--- src/rtl/sort_pkg.sv ---
// Shared definitions for the hardware quicksort datapath: FSM states,
// bus-sizing limits and an element extractor for flattened arrays.
package sort_pkg;

    typedef enum logic [2:0] {
        IDLE,
        SCAN,
        FINAL_SWAP,
        DONE_ST,
        ERR_ST
    } sort_state_t;

    // Upper bounds for the generic element extractor; callers zero-extend
    // their flattened bus to MAX_BUS_W and truncate the result to DATA_W.
    localparam int MAX_ELEM_W = 64;
    localparam int MAX_BUS_W  = 4096;

    // Element k of a flattened bus with w-bit elements (element 0 in the LSBs).
    function automatic logic [MAX_ELEM_W-1:0] elem_get(
        input logic [MAX_BUS_W-1:0] bus,
        input int unsigned          k,
        input int unsigned          w
    );
        return MAX_ELEM_W'(bus >> (k * w));
    endfunction

endpackage

--- src/rtl/sort_cmp.sv ---
// Combinational element-vs-pivot compare. take=1 means the element belongs
// on the left of the pivot: a <= pivot, or a >= pivot when DESCENDING.
module sort_cmp
    import sort_pkg::*;
#(
    parameter int DATA_W     = 8,
    parameter int SIGNED     = 0,
    parameter int DESCENDING = 0
) (
    input  logic [DATA_W-1:0] a,
    input  logic [DATA_W-1:0] pivot,
    output logic              take
);

    logic le;
    logic ge;

    generate
        if (SIGNED != 0) begin : g_signed
            assign le = $signed(a) <= $signed(pivot);
            assign ge = $signed(a) >= $signed(pivot);
        end else begin : g_unsigned
            assign le = a <= pivot;
            assign ge = a >= pivot;
        end
    endgenerate

    assign take = (DESCENDING != 0) ? ge : le;

endmodule

--- src/rtl/lomuto_partitioner.sv ---
// Lomuto partition engine: partitions arr[lo..hi] around arr[hi], one
// element per clock, then swaps the pivot into place and reports its index.
module lomuto_partitioner
    import sort_pkg::*;
#(
    parameter int N          = 8,
    parameter int DATA_W     = 8,
    parameter int IDX_W      = $clog2(N),
    parameter int SIGNED     = 0,
    parameter int DESCENDING = 0
) (
    input  logic                clock,
    input  logic                reset,
    input  logic                start,
    input  logic [IDX_W-1:0]    lo,
    input  logic [IDX_W-1:0]    hi,
    input  logic [N*DATA_W-1:0] array_in,
    output logic [N*DATA_W-1:0] array_out,
    output logic [IDX_W-1:0]    pivot_idx,
    output logic [IDX_W:0]      swap_cnt,
    output logic                busy,
    output logic                done,
    output logic                err
);

    sort_state_t                  state;
    sort_state_t                  state_nxt;
    logic [N-1:0][DATA_W-1:0]     arr;
    logic [DATA_W-1:0]            pivot;
    logic [IDX_W-1:0]             i_q;
    logic [IDX_W-1:0]             j_q;
    logic [IDX_W-1:0]             hi_q;
    logic [IDX_W-1:0]             hi_m1;
    logic                         take;
    logic                         range_bad;
    logic                         accept;

    // hi is checked against N as well since IDX_W can address past N
    // when N is not a power of two.
    assign range_bad = (lo > hi) || ({1'b0, hi} >= (IDX_W+1)'(N));
    assign accept    = (state == IDLE) && start;
    assign hi_m1     = hi_q - IDX_W'(1);
    assign array_out = arr;

    sort_cmp #(
        .DATA_W     (DATA_W),
        .SIGNED     (SIGNED),
        .DESCENDING (DESCENDING)
    ) u_cmp (
        .a     (arr[j_q]),
        .pivot (pivot),
        .take  (take)
    );

    // State register.
    always_ff @(posedge clock or negedge reset) begin
        if (!reset) state <= IDLE;
        else        state <= state_nxt;
    end

    // Next-state: the scan ends once j==hi-1 has been compared.
    always_comb begin
        state_nxt = state;
        case (state)
            IDLE: begin
                if (start) begin
                    if (range_bad)     state_nxt = ERR_ST;
                    else if (lo == hi) state_nxt = FINAL_SWAP;
                    else               state_nxt = SCAN;
                end
            end
            SCAN:       if (j_q == hi_m1) state_nxt = FINAL_SWAP;
            FINAL_SWAP: state_nxt = DONE_ST;
            DONE_ST:    state_nxt = IDLE;
            ERR_ST:     state_nxt = IDLE;
            default:    state_nxt = IDLE;
        endcase
    end

    // Datapath: load, swap-on-take scan, final pivot swap, status flags.
    // done/err are registered off the terminal states, so busy is held one
    // extra cycle to cover the done pulse.
    always_ff @(posedge clock or negedge reset) begin
        if (!reset) begin
            arr       <= '0;
            pivot     <= '0;
            i_q       <= '0;
            j_q       <= '0;
            hi_q      <= '0;
            pivot_idx <= '0;
            swap_cnt  <= '0;
            busy      <= 1'b0;
            done      <= 1'b0;
            err       <= 1'b0;
        end else begin
            done <= (state == DONE_ST) || (state == ERR_ST);
            err  <= (state == ERR_ST);
            busy <= (accept && !range_bad) || (state == SCAN) ||
                    (state == FINAL_SWAP) || (state == DONE_ST);
            case (state)
                IDLE: begin
                    if (start && !range_bad) begin
                        arr      <= array_in;
                        pivot    <= DATA_W'(elem_get(MAX_BUS_W'(array_in),
                                                     int'(hi), DATA_W));
                        i_q      <= lo;
                        j_q      <= lo;
                        hi_q     <= hi;
                        swap_cnt <= '0;
                    end
                end
                SCAN: begin
                    if (take) begin
                        // i==j degenerates to rewriting the same value.
                        arr[i_q] <= arr[j_q];
                        arr[j_q] <= arr[i_q];
                        i_q      <= i_q + IDX_W'(1);
                        swap_cnt <= swap_cnt + (IDX_W+1)'(1);
                    end
                    j_q <= j_q + IDX_W'(1);
                end
                FINAL_SWAP: begin
                    arr[i_q]  <= arr[hi_q];
                    arr[hi_q] <= arr[i_q];
                    pivot_idx <= i_q;
                end
                default: ;
            endcase
        end
    end

endmodule
--- config.mk ---
export PLATFORM = sky130hd
export DESIGN_NAME = lomuto_partitioner
export DESIGN_NICKNAME = d
export VERILOG_FILES = /design/src/rtl/sort_pkg.sv /design/src/rtl/sort_cmp.sv /design/src/rtl/lomuto_partitioner.sv
export SDC_FILE = /design/constraint.sdc
export NUM_CORES = 1
export LEC_CHECK = 0
export CORE_MARGIN = 2
export CORE_UTILIZATION = 45
export CTS_CLUSTER_DIAMETER = 50
export DETAILED_ROUTE_END_ITERATION = 7
export PLACE_DENSITY = 0.73
export SLEW_MARGIN = 5
export SYNTH_ARGS = -nofsm -noshare
export SYNTH_HDL_FRONTEND = slang
export SYNTH_HIERARCHICAL = 1
export SYNTH_SLANG_ARGS = --single-unit
--- constraint.sdc ---
create_clock -name clock -period 3.7 [get_ports clock]
set_input_delay 0.555 -clock clock [delete_from_list [all_inputs] [get_ports clock]]
set_output_delay 0.555 -clock clock [all_outputs]
set_load 0.01 [all_outputs]
==> flow_summary_export.csv <==
group,metric,value,unit
setup_path,critPathMaxFanout,20,
placement,postPlaceCellArea,10500,µm²
cts,cts_made_buffers,9,
power,powerDensity,1290,nW/µm²
timing,drv_slew,0,
logic_synthesis,synth-compound-area-share,29.2,%
floorplanning,die_h,139,µm
logic_synthesis,yosys_register_bits,94,
finish,nets,1206,
logic_synthesis,synth.top_cell.area_share,28.8,%
global_route,grt_max_degree,37,
floorplanning,fp.dieW,139,µm
hold_path,min_path_type,"input port to asynchronous set/reset pin",
power,p_comb_share,77.6,%
power,clkPwrFrac,7.1,%
setup_path,crit_chain,"buf_12 -> buf_4 -> a31oi_1 -> o21ai_1 -> a22o_1 -> ha_1 -> nor2b_1 -> o211ai_2 -> a21oi_1 -> o22ai_2 -> nand2b_1 -> a221o_2 -> buf_12 -> buf_4 -> o21ai_0 -> o221ai_1",
setup_path,critPathMaxStageDelay,0.50,ns
power,power_switching_share,51.9,%
power,p_seq_share,15.3,%
timing,timing.final.crit_share,97.8,%
finish,area_growth_syn_to_layout,35.2,%
timing,max_freq,276,MHz
outcome,status,"finished, final reports clean",
routing,dr.first_iter.drc_count,1363,
cts,path_clk_slew,0.07,ns
logic_synthesis,synthCells,904,
placement,gp_congestion,1.08,
finish,ff_latch_area,2360,µm²
placement,port_buffers,146,
setup_path,cp.required,3.93,ns
cts,worstSkewPairLatency,0.36,ns
routing,viasPerCell,7.13,
logic_synthesis,post_synth_main_area_contributors,"dfrtp_1 (29%), mux4_2 (14%), a21oi_1 (4.8%)",
global_route,grt_remaining_overflow,0,
floorplanning,rows,49,
timing,whs,0.134,ns
global_route,grt_pass1_wl,57400,µm
timing,setup_violations,0,
logic_synthesis,synth_ff_type,"dfrtp_1",
routing,wl_per_cell,28.9,µm
power,ir_drop,677,µV
setup_path,endpoint_kind,"flip-flop",
global_route,grt_pass1_vias,9012,
logic_synthesis,yosys.area.top_type,"dfrtp_1",
logic_synthesis,synth_fa_ha_area_share,2.30,%
setup_path,setup.worst_path.class,"flip-flop to flip-flop",
logic_synthesis,synth_mux_area_share,19.5,%
logic_synthesis,ys_types,68,
setup_path,cp-start-kind,"flip-flop",
logic_synthesis,synth_edf_count,0,
floorplanning,initial_core_util,45.6,%
power,power.internal,6860,µW
timing,finalSetupTns,0,ns
power,p_leak,0.00431,µW
power,p_sw,7390,µW
routing,dr.pass1.iters,8,
logic_synthesis,synth_area,8160,µm²
setup_path,crit_buf_inv,4,
cts,clock_path_buffers,2,
floorplanning,core_area,17900,µm²
logic_synthesis,yosysSeqAreaShare,28.8,%
flow_run,maxCapViolCount,0,
logic_synthesis,synth_xor_area_share,0.859,%
setup_path,cp.arrival,3.85,ns
cts,clock-root-buffer,"clkbuf_16",
timing,hold_viol,0,
routing,ant_nets,0,
floorplanning,die-area,19200,µm²
setup_path,crit_family,"compound AO/OA/AOI/OAI gates",
cts,cts.sinks,94,
logic_synthesis,synthArstFlopShare,100,%
global_route,grt_antenna_before_repair,1,
logic_synthesis,synthSimpleGateAreaFrac,13.9,%
timing,fin_skew,0.00813,ns
placement,hpwlAfterDp,27400,µm
timing,min_period,3.62,ns
cts,holdBufCountCts,0,
finish,final_area,11000,µm²
floorplanning,io_pins,147,
setup_path,crit_slowest_cell,"dfrtp_4",
finish,multiInputGateArea,5440,µm²
logic_synthesis,synth_top_family_by_area,"compound AO/OA/AOI/OAI gates",
cts,cts_tree,"done",
routing,vias,9646,
cts,cts_htree_levels,3,
routing,wirelength,39100,µm
finish,nFillCells,1572,
logic_synthesis,synthesis.nets,992,
finish,num_antenna_cells,0,
global_route,grt_usage,39.7,%
routing,drc,0,
timing,timing.slew.headroom,5.33,%
logic_synthesis,avgSynthCellArea,9.02,µm²
logic_synthesis,synth_warnings,6,
finish,drive_above_1_share,22.2,%
timing,tightest_slew,1.41,ns
## worst reg2reg max path: cells and delay by family, from the launching register on
family,cells,cell delay [ns]
AO/OA/AOI/OAI,9,1.73
adder cells (fa/ha/maj),1,0.33
AND/OR/NAND/NOR,2,0.26
buffers and inverters,4,0.68
flip-flops,1,0.50
## flip-flops by register name, indices dropped and copies added, names as in the netlist
signal,count
err,1
pivot,8
j_q,3
swap_cnt,4
i_q,3
busy,1
pivot_idx,3
state,3
done,1
hi_q,3
array_out,64
## placed cells by master (no fill, tap or decap), types with 6 or more instances in the layout
cell type        count
clkdlybuf4s50_1    145
buf_4              121
dfrtp_1             93
nor2_1              90
a21oi_1             76
nand2_1             70
o22ai_1             58
mux4_2              51
o21ai_0             48
mux2i_1             23
a31oi_1             22
inv_1               20
nand2b_1            18
o221ai_1            17
o32ai_1             17
a221oi_1            17
ha_1                14
o21ai_1             12
nor2b_1             12
clkbuf_16           10
nand3_1              9
mux2i_2              9
nor3_1               9
a22oi_1              9
a21oi_2              8
a21o_1               8
o211ai_1             8
buf_12               7
a32oi_1              6
mux2_2               6
xor2_1               6
or3_1                6
## cells in the mapped netlist (all sizes together), types with 22 or more instances
master   n
dfrtp   94
nor2    91
a21oi   84
nand2   71
o21ai   61
o22ai   60
mux4    51
buf     44
mux2i   33
clkbuf  28
inv     24
a31oi   22
## routing by layer
metal,global-route usage [%],vias up,wire length [µm]
met5,0,-,10
met4,23.7,2,2890
li1,-,3975,-
met3,12.6,205,5830
met1,53.8,4569,14200
met2,55.7,895,16100
## what timing repair did
item | in CTS | in global routing
pin swaps | 1 | 6
gates cloned | 0 | 1
buffers inserted | 6 | 3
resized for setup | 3 | 18
endpoints found under the setup margin | 43 | 49
## final timing paths
| path | slack [ns] | end | cells past startpoint | start |
|---|---|---|---|---|
| worst max-delay path | 0.08 | array_out[10] | 16 | j_q[0] |
| worst min register to register | 0.48 | pivot_idx[2] | 2 | pivot_idx[2] |
| max in group asynchronous | 2.75 | pivot[2] | 2 | reset |
| worst max register to register | 0.08 | array_out[10] | 16 | j_q[0] |
| worst min-delay path | 0.13 | done | 1 | reset |
| min in group clock | 0.48 | pivot_idx[2] | 2 | pivot_idx[2] |
## layout make-up
type                       instances  share of cell area [%]
sequential                        94                    21.4
inverter                          26                   0.885
tap                              229                    2.60
clock inverter                     4                   0.499
clock buffer                      12                    2.33
multi-input combinational        712                    49.3
timing repair buffer             275                    23.0
## per-stage QoR
stage                     util [%]  power, µW  setup slack, ns  cells
after detailed placement      58.9      12200           -0.202   1326
after global placement        58.9      12100           -0.115   1326
final                         61.6      14300           0.0803   1352
after floorplan                  -       7950           0.0441    904
after CTS                     61.0      13400           0.0253   1348
after global routing          61.6      14800          -0.0165   1352
## logic make-up after synthesis
| logic type | after synthesis |
|---|---|
| compound gates | 354 |
| buf+inv | 98 |
| simple gates | 245 |
| xor+xnor | 8 |
| fa+ha+maj | 15 |
| mux | 90 |
| flops | 94 |
## power by group through the flow
stage | Sequential (µW) | Combinational, µW | Clock [µW]
after floorplan | 2130 | 5820 | 0
after global placement | 2170 | 9930 | 0
after detailed placement | 2180 | 10000 | 0
after CTS | 2150 | 10200 | 1010
after global routing | 2230 | 11600 | 1050
final | 2190 | 11100 | 1010
Power figures use the tool's default switching activity.
